<file path="src/rtl/bmu_multicycle.sv">
// -----------------------------------------------------------------------------
// bmu_multicycle
//
// Iterative bit-manipulation unit that sits beside the single-cycle BMU in the
// execute stage. It runs the ops the combinational unit defers: CLMUL, CLMULH,
// CLMULR, CLZ, CPOP and CTZ. The 5-bit option encoding is shared with the
// combinational unit. Execute control stalls on busy and writes back on done.
//
// Parameters:
//   XLEN            operand/result width (only 32 is supported)
//   BITS_PER_CYCLE  operand bits consumed per RUN cycle (1, 2, 4 or 8)
//
// Ports:
//   clk      in   rising-edge clock
//   rst_n    in   asynchronous active-low reset
//   start    in   request pulse, sampled only while busy=0
//   option   in   op code (CLMUL=00001 CLMULH=00010 CLMULR=00011
//                 CLZ=00100 CPOP=00101 CTZ=00110; anything else passes in_x)
//   in_x     in   rs1 operand
//   in_y     in   rs2 operand (CLMUL family only)
//   busy     out  high while in RUN or DONE
//   done     out  one-cycle pulse, result valid
//   result   out  final value, held until the next operation completes
//
// Build option:
//   BMU_MULTICYCLE_EARLY_EXIT_EN  when defined, RUN ends as soon as the
//   remaining work is zero; results are identical to the fixed-latency build.
// -----------------------------------------------------------------------------
module bmu_multicycle #(
    parameter int XLEN           = 32,
    parameter int BITS_PER_CYCLE = 1
) (
    input  logic            clk,
    input  logic            rst_n,
    input  logic            start,
    input  logic [4:0]      option,
    input  logic [XLEN-1:0] in_x,
    input  logic [XLEN-1:0] in_y,
    output logic            busy,
    output logic            done,
    output logic [XLEN-1:0] result
);

    localparam int N = XLEN / BITS_PER_CYCLE;

    localparam logic [4:0] OP_CLMUL  = 5'b00001;
    localparam logic [4:0] OP_CLMULH = 5'b00010;
    localparam logic [4:0] OP_CLMULR = 5'b00011;
    localparam logic [4:0] OP_CLZ    = 5'b00100;
    localparam logic [4:0] OP_CPOP   = 5'b00101;
    localparam logic [4:0] OP_CTZ    = 5'b00110;

    typedef enum logic [1:0] {
        ST_IDLE = 2'b00,
        ST_RUN  = 2'b01,
        ST_DONE = 2'b10
    } state_t;

    // True for the option codes this unit iterates on.
    function automatic logic op_legal(input logic [4:0] op);
        case (op)
            OP_CLMUL, OP_CLMULH, OP_CLMULR,
            OP_CLZ, OP_CPOP, OP_CTZ: op_legal = 1'b1;
            default:                 op_legal = 1'b0;
        endcase
    endfunction

    state_t            state_r;
    logic [4:0]        op_r;
    logic [2*XLEN-1:0] xs_r;      // shifted x (left for CLMUL/CLZ, right otherwise)
    logic [XLEN-1:0]   ys_r;      // y shifted right each step
    logic [2*XLEN-1:0] acc_r;     // carry-less product accumulator
    logic [5:0]        cnt_r;     // bit count for CLZ/CTZ/CPOP
    logic              found_r;   // first 1 already seen (CLZ/CTZ)
    logic [5:0]        step_r;
    logic              busy_r;
    logic              done_r;
    logic [XLEN-1:0]   result_r;

    logic [2*XLEN-1:0] acc_s;
    logic [2*XLEN-1:0] xs_s;
    logic [XLEN-1:0]   ys_s;
    logic [5:0]        cnt_s;
    logic              found_s;
    logic [5:0]        cnt_fin_s;
    logic              last_s;
    logic [XLEN-1:0]   res_s;

    // One RUN step: consume BITS_PER_CYCLE bits of the latched operands.
    always_comb begin
        acc_s   = acc_r;
        xs_s    = xs_r;
        ys_s    = ys_r;
        cnt_s   = cnt_r;
        found_s = found_r;
        case (op_r)
            OP_CLMUL, OP_CLMULH, OP_CLMULR: begin
                // xs_r already carries the shift of earlier steps; j adds the in-chunk offset.
                for (int j = 0; j < BITS_PER_CYCLE; j++) begin
                    if (ys_r[j]) begin
                        acc_s = acc_s ^ (xs_r << j);
                    end else begin
                        acc_s = acc_s;
                    end
                end
                xs_s = xs_r << BITS_PER_CYCLE;
                ys_s = ys_r >> BITS_PER_CYCLE;
            end
            OP_CPOP: begin
                for (int j = 0; j < BITS_PER_CYCLE; j++) begin
                    cnt_s = cnt_s + {5'b00000, xs_r[j]};
                end
                xs_s = xs_r >> BITS_PER_CYCLE;
            end
            OP_CTZ: begin
                for (int j = 0; j < BITS_PER_CYCLE; j++) begin
                    if (found_s) begin
                        cnt_s = cnt_s;
                    end else if (xs_r[j]) begin
                        found_s = 1'b1;
                    end else begin
                        cnt_s = cnt_s + 6'd1;
                    end
                end
                xs_s = xs_r >> BITS_PER_CYCLE;
            end
            OP_CLZ: begin
                // Scan from bit XLEN-1 downward; keep the upper half clear so the
                // remaining-work test only sees unscanned bits.
                for (int j = 0; j < BITS_PER_CYCLE; j++) begin
                    if (found_s) begin
                        cnt_s = cnt_s;
                    end else if (xs_r[XLEN-1-j]) begin
                        found_s = 1'b1;
                    end else begin
                        cnt_s = cnt_s + 6'd1;
                    end
                end
                xs_s = {{XLEN{1'b0}}, (xs_r[XLEN-1:0] << BITS_PER_CYCLE)};
            end
            default: begin
                acc_s = acc_r;
            end
        endcase
    end

`ifdef BMU_MULTICYCLE_EARLY_EXIT_EN
    logic rem_zero_s;

    // Nothing left to contribute after this step.
    always_comb begin
        case (op_r)
            OP_CLMUL, OP_CLMULH, OP_CLMULR: rem_zero_s = (ys_s == {XLEN{1'b0}});
            OP_CPOP:                        rem_zero_s = (xs_s[XLEN-1:0] == {XLEN{1'b0}});
            OP_CTZ, OP_CLZ:                 rem_zero_s = found_s || (xs_s[XLEN-1:0] == {XLEN{1'b0}});
            default:                        rem_zero_s = 1'b0;
        endcase
    end

    // Final RUN step: full count reached or no remaining work.
    always_comb begin
        last_s = (step_r == 6'(N-1)) || rem_zero_s;
    end
`else
    // Final RUN step: full count reached.
    always_comb begin
        last_s = (step_r == 6'(N-1));
    end
`endif

    // Result selection from the post-step values. An unfound 1 means x was zero,
    // which also covers a CLZ/CTZ early exit before all bits were counted.
    always_comb begin
        cnt_fin_s = found_s ? cnt_s : 6'd32;
        case (op_r)
            OP_CLMUL:       res_s = acc_s[XLEN-1:0];
            OP_CLMULH:      res_s = acc_s[2*XLEN-1:XLEN];
            OP_CLMULR:      res_s = acc_s[2*XLEN-2:XLEN-1];
            OP_CPOP:        res_s = {{(XLEN-6){1'b0}}, cnt_s};
            OP_CTZ, OP_CLZ: res_s = {{(XLEN-6){1'b0}}, cnt_fin_s};
            default:        res_s = xs_r[XLEN-1:0];
        endcase
    end

    // Control FSM, operand/accumulator state and registered outputs.
    always_ff @(posedge clk or negedge rst_n) begin
        if (!rst_n) begin
            state_r  <= ST_IDLE;
            op_r     <= 5'b00000;
            xs_r     <= {(2*XLEN){1'b0}};
            ys_r     <= {XLEN{1'b0}};
            acc_r    <= {(2*XLEN){1'b0}};
            cnt_r    <= 6'd0;
            found_r  <= 1'b0;
            step_r   <= 6'd0;
            busy_r   <= 1'b0;
            done_r   <= 1'b0;
            result_r <= {XLEN{1'b0}};
        end else begin
            case (state_r)
                ST_IDLE: begin
                    done_r <= 1'b0;
                    if (start) begin
                        op_r    <= option;
                        xs_r    <= {{XLEN{1'b0}}, in_x};
                        ys_r    <= in_y;
                        acc_r   <= {(2*XLEN){1'b0}};
                        cnt_r   <= 6'd0;
                        found_r <= 1'b0;
                        step_r  <= 6'd0;
                        busy_r  <= 1'b1;
                        if (op_legal(option)) begin
                            state_r <= ST_RUN;
                        end else begin
                            // Unknown op mirrors the combinational unit: pass rs1 through.
                            state_r  <= ST_DONE;
                            done_r   <= 1'b1;
                            result_r <= in_x;
                        end
                    end else begin
                        busy_r <= 1'b0;
                    end
                end
                ST_RUN: begin
                    acc_r   <= acc_s;
                    xs_r    <= xs_s;
                    ys_r    <= ys_s;
                    cnt_r   <= cnt_s;
                    found_r <= found_s;
                    step_r  <= step_r + 6'd1;
                    if (last_s) begin
                        state_r  <= ST_DONE;
                        done_r   <= 1'b1;
                        result_r <= res_s;
                    end else begin
                        state_r <= ST_RUN;
                    end
                end
                ST_DONE: begin
                    state_r <= ST_IDLE;
                    done_r  <= 1'b0;
                    busy_r  <= 1'b0;
                end
                default: begin
                    state_r <= ST_IDLE;
                    done_r  <= 1'b0;
                    busy_r  <= 1'b0;
                end
            endcase
        end
    end

    assign busy   = busy_r;
    assign done   = done_r;
    assign result = result_r;

endmodule

</file>
<file path="config.mk">
export PLATFORM = sky130hd
export DESIGN_NAME = bmu_multicycle
export DESIGN_NICKNAME = d
export VERILOG_FILES = /design/src/rtl/bmu_multicycle.sv
export SDC_FILE = /design/constraint.sdc
export NUM_CORES = 1
export LEC_CHECK = 0
export CAP_MARGIN = 20
export CORE_ASPECT_RATIO = 1.75
export CORE_MARGIN = 5
export CORE_UTILIZATION = 30
export CTS_CLUSTER_SIZE = 20
export DETAILED_ROUTE_END_ITERATION = 10
export PLACE_DENSITY = 0.45
export SYNTH_ARGS = -nofsm -noshare
export SYNTH_HDL_FRONTEND = slang
export SYNTH_SLANG_ARGS = --single-unit
export TNS_END_PERCENT = 5
</file>
<file path="constraint.sdc">
create_clock -name clk -period 5.45 [get_ports clk]
set_input_delay 1.09 -clock clk [delete_from_list [all_inputs] [get_ports clk]]
set_output_delay 1.09 -clock clk [all_outputs]
set_load 0.005 [all_outputs]
</file>
# Word level (Yosys, flattened, before mapping)
# Cells that the tools add are included.
dict set report word_totals {
  ff_bits 214
  wordCells 89
}
dict set report op_classes {
  addsub 3
  mux 44
  bitwise 1
  n_eq_ne 19
  n_reduce_logical 11
}
# operator n
set ops {}
lappend ops {{2-to-1 mux 64 bit} 4}
lappend ops {{one-hot mux 64 bit (2 select lines)} 2}
lappend ops {{one-hot mux 64 bit (3 select lines)} 1}
lappend ops {{2-to-1 mux 32 bit} 5}
lappend ops {{one-hot mux 32 bit (5 select lines)} 1}
lappend ops {{one-hot mux 32 bit (2 select lines)} 2}
lappend ops {{XOR 64 bit} 1}
lappend ops {{2-to-1 mux 6 bit} 6}
lappend ops {{== test 5 x 3 -> 1 bit, second input constant} 6}
lappend ops {{one-hot mux 6 bit (2 select lines)} 2}
lappend ops {{== test 5 x 2 -> 1 bit, second input constant} 4}
lappend ops {{one-hot mux 6 bit (3 select lines)} 1}
lappend ops {{adder 6 x 1 -> 6 bit, second input constant} 2}
lappend ops {{2-to-1 mux 1 bit} 12}
lappend ops {{== test 5 x 1 -> 1 bit, second input constant} 2}
lappend ops {{one-hot mux 1 bit (2 select lines)} 4}
lappend ops {{adder 6 x 1 -> 6 bit} 1}
lappend ops {{== test 6 x 5 -> 1 bit, second input constant} 1}
lappend ops {{2-to-1 mux 2 bit} 3}
lappend ops {{inequality test 2 bit, second input constant} 3}
lappend ops {{AND reduction 3 bit} 2}
lappend ops {{OR reduction 6 bit} 1}
lappend ops {{inequality test 4 x 3 -> 1 bit, second input constant} 1}
lappend ops {{one-hot mux 2 bit (2 select lines)} 1}
lappend ops {{other kinds (8)} 10}

# Longest topological paths before layout
dict set report logic_depth {
  ltp_word 8
  depth_mapped 10
  depth_no_buf 8
}

# Least setup slack after synthesis
# No wires, ideal clock.
dict set report synth_path {
  path_kind {input to register}
  startpoint {input option[2]}
  endpoint {register result_r[28] (netlist: result[28])}
  path_buffers 2
  path_slack_ps 2735
  t_arrival_ps 2570
  stages 8
  setup_ps 144
  path_cell_list {and3_1 or4_1 a21oi_1 buf_4 buf_6 nor2_1 a221oi_1 o221ai_1}
}
dict set report synth_between {
  elab_chain_cells 7
  elab_cells_between_ends 12
  cone_classes {eq/ne: 7; mux: 3; reduce/logical: 2}
}
# element line_no
set synth_lines {}
lappend synth_lines {{from (decl)} 36} ;# input logic [4:0] option,
lappend synth_lines {{== test 5 x 1 -> 1 bit, or another cell as far along} 61} ;# case (op)
lappend synth_lines {{OR reduction 6 bit *} 61}
lappend synth_lines {{2-to-1 mux 1 bit *} 61}
lappend synth_lines {{2-to-1 mux 1 bit *} 203} ;# if (start) begin
lappend synth_lines {{2-to-1 mux 1 bit *} 200} ;# case (state_r)
lappend synth_lines {{inequality test 2 bit (no source line) *} n/a}
lappend synth_lines {{AND reduction 4 bit (no source line) *} n/a}
lappend synth_lines {{to (signal assigned)} 198} ;# result_r <= {XLEN{1'b0}};
lappend synth_lines {{to (signal assigned)} 218} ;# result_r <= in_x;
lappend synth_lines {{to (signal assigned)} 234} ;# result_r <= res_s;
lappend synth_lines {{to (decl)} 78} ;# logic [XLEN-1:0] result_r;
# Mark *: on every way between the ends. The rest lies on a longest branch, timed or not. The select of a mux whose other input is x is not followed.
# A chain may end at the register's enable or synchronous reset.

# Worst setup path in the final report
# Ends and elaborated chain as after synthesis.

==> results_dict.tcl <==
set metrics [dict create \
    status "complete, no violations" \
    synth-edff-count 0 \
    top_layer "met4" \
    synth_ff_type "dfrtp_1" \
    rows 96 \
    syn2layout_area_growth_pct 19.09 \
    pwr_density_cell_nw_per_um2 430.2 \
    synth_simple_gate_area_frac 0.1279 \
    crit_arrival_ns 3.61 \
    total_power_mw 6.122 \
    htree_levels 1 \
    max_freq_ghz 0.3089 \
    hold_path.class "flop to flop" \
    syn_area_um2 11950 \
    worstHoldStart "ys_r[3]" \
    dr_wl_met3_mm 1.598 \
    fin_crit_ns 3.237 \
    overflow 0 \
    syn_nets 1409 \
    holdPathStages 2 \
    ir_worst_vdd_v 0.0002344 \
    num_antenna_cells 0 \
    setup-violations-final 0 \
    chipWidth_um 160.9 \
    dpl_worst_slack_ns 1.619 \
    wl_mm 39.37 \
    synthArstFlopShare 1.000 \
    vias 10370 \
    pin_count 106 \
    start_util 0.3042 \
    die_y_um 274.0 \
    hold_viol 0 \
    max_stage_delay_ns 0.56 \
    critPathBufInv 2 \
    grt_max_degree 153 \
    clk_pin_slew_worst_paths_ns 0.07 \
    ctsHoldBuffers 0 \
    final.setup.tns_ns 0 \
    synth_cells 1333 \
    ys_seq_area_frac 0.4481 \
    cp-end-kind "flop" \
    syn_area_per_cell_um2 8.965 \
    crit_type "primary input to flop" \
    required_ns 5.82 \
    hold_path_end "ys_r[3]" \
    timing.rr.end "result[16]" \
    synth.area.mux_share 0.07046 \
    grt_antenna_before_repair 0 \
    wl_met1_mm 16.09 \
    rsz0062_at_grt "no" \
    synth_compound_area_frac 0.2566 \
    drt_iter0_markers 695 \
    min_period_over_period 0.5940 \
    clock_sinks 214 \
    synth_fa_ha_area_frac 0.004188 \
    rr_worst_depth 6 \
    crit_family "compound AO/OA/AOI/OAI gates" \
    drc 0 \
    yosysWarnings 0 \
    crit_path_max_fanout 24 \
    track_usage 0.1774 \
    drive_gt1_frac 0.07846 \
    cts_resized 0 \
    crit_path_start "option[2]" \
    setup_slack_ns 2.213 \
    fin_area_um2 14230 \
    grt_pass1_vias 10700 \
    max-cap-violations 0 \
    final_util 0.3623 \
    synth_seq_cells 214 \
    cts_tree "done" \
    crit_path_top_delay_cell "or4_1" \
    gp_congestion 0.7796 \
    tightestPinTransition_ns 1.151 \
    post_drt_via_cell_ratio 5.480 \
    cp_cell_sequence "clkdlybuf4s50_1, and3_1, or4_1, a21oi_4, buf_4, nor2_1, a221oi_1, o221ai_1" \
    hpwl_mm 25.73 \
    die-area_um2 44080 \
    fin_worst_skew_ns 0.01253 \
    first_pass_iters 7 \
    portBuffers 105 \
    numCtsBuffers 24 \
    ys_types 65 \
    grt_pass1_wl_mm 62.70 \
    p_leak_nw 6.016 \
    synth_top_family_by_area "compound AO/OA/AOI/OAI gates" \
    synth_xor_area_frac 0.04837 \
    dpl_cell_area_um2 13400 \
    reg2reg_slack_ns 2.34 \
    ant_nets 0 \
    drv_slew 0 \
    r2r_start "state_r[1]" \
    post_cts_buffers 0 \
    nNetsFinal 1461 \
    wl_per_cell_um 20.81 \
    cp-start-kind "primary input" \
    cts-root-buf "clkbuf_16" \
    maxSlewHeadroom 0.2297 \
    cts_max_path_buffers 3 \
    clk_latency_ns 0.53 \
    core_um2 39280 \
    wl_met2_mm 20.18 \
]
worst min-delay path: stages, from the launching register on:
cell and delay [ns]:
dfrtp_1 0.34, nand2_1 0.04, o21ai_0 0.06
per-layer routing:
metal,global-route usage,up-vias
met3,0.02391,75
met1,0.2138,5134
met2,0.3179,244
li1,-,4916
met5,0,-
met4,0.07144,0
layout by cell type (no fill, tap or decap), types with 7 or more instances in the layout:
master | netlist | final
a211o_1 | 21 | 21
a21o_1 | 11 | 11
a21oi_1 | 105 | 104
a22oi_1 | 19 | 19
and3_1 | 10 | 10
buf_4 | 14 | 24
clkbuf_16 | 0 | 25
clkbuf_8 | 0 | 8
clkdlybuf4s50_1 | 0 | 104
dfrtp_1 | 214 | 214
inv_1 | 7 | 7
mux2_2 | 25 | 25
mux2i_1 | 56 | 56
nand2_1 | 244 | 244
nand3_1 | 14 | 14
nor2_1 | 42 | 40
nor3_1 | 8 | 7
o21ai_0 | 185 | 185
o21ai_1 | 22 | 22
o221ai_1 | 8 | 8
o22ai_1 | 24 | 24
o31ai_1 | 67 | 67
xnor2_1 | 20 | 20
xor2_1 | 46 | 46
cell families (layout without fill, tap and decap cells):
family / Yosys count / after routing
AO/OA/AOI/OAI: 505 / 505
XOR/XNOR: 66 / 66
adder cells (fa/ha/maj): 4 / 4
buffers and inverters: 113 / 182
flip-flops: 214 / 214
multiplexers: 81 / 81
AND/OR/NAND/NOR: 350 / 350
power breakdown:
part	leakage, nW	switching [mW]	total (mW)	internal (mW)
combinational	2.81	1.09	1.93	0.839
clock	0.395	0.694	1.69	0.994
sequential	2.81	0.511	2.51	2.00
total	6.02	2.29	6.12	3.83
per-stage QoR:
| stage | instances | hold slack [ns] |
|---|---|---|
| finish | 1892 | 0.4764 |
| global route | 1892 | 0.5099 |
| detailed placement | 1848 | 0.4706 |
| CTS | 1891 | 0.4851 |
| global placement | 1846 | 0.4624 |
| floorplan | 1333 | 0.4416 |
state kept, by name, indices dropped and copies added, names as in the netlist:
register  cells
acc_r        64
xs_r         64
result       32
ys_r         32
cnt_r         6
step_r        6
op_r          5
state_r       2
busy          1
done          1
found_r       1
layout make-up:
cell class	count	area [µm²]
Sequential cell	214	5355
Clock inverter	4	47.55
Tap cell	490	613.1
Clock buffer	39	758.2
Fill cell	4007	25050
Multi-Input combinational cell	1006	6127
Inverter	7	26.28
Timing Repair Buffer	132	1304
worst max-delay path by stage:
stage                       endpoint  slack, ns  cells after the start
final                     result[28]       2.21                      8
after global routing      result[28]       2.14                      8
after CTS                 result[28]       2.19                      8
after detailed placement  result[28]       1.62                      8
after global placement    result[28]       1.69                      8
after floorplan           result[28]       2.74                      8
cell usage after synthesis (5+ instances only):
library cell | number | area share
a211o_1 | 21 | 0.015
a21o_1 | 11 | 0.0069
a21oi_1 | 105 | 0.044
a221oi_1 | 5 | 0.0037
a22oi_1 | 19 | 0.012
a311oi_1 | 6 | 0.0044
and3_1 | 10 | 0.0052
buf_1 | 8 | 0.0025
buf_2 | 24 | 0.010
buf_4 | 14 | 0.0088
clkbuf_1 | 57 | 0.018
dfrtp_1 | 214 | 0.45
inv_1 | 7 | 0.0022
mux2_2 | 25 | 0.024
mux2i_1 | 56 | 0.047
nand2_1 | 244 | 0.077
nand2b_1 | 6 | 0.0031
nand3_1 | 14 | 0.0059
nor2_1 | 42 | 0.013
nor3_1 | 8 | 0.0034
o211ai_1 | 6 | 0.0038
o21ai_0 | 185 | 0.077
o21ai_1 | 22 | 0.0092
o221ai_1 | 8 | 0.0059
o22ai_1 | 24 | 0.013
o31ai_1 | 67 | 0.042
xnor2_1 | 20 | 0.015
xor2_1 | 46 | 0.034
No activity file was read; power rests on OpenSTA's default activity.
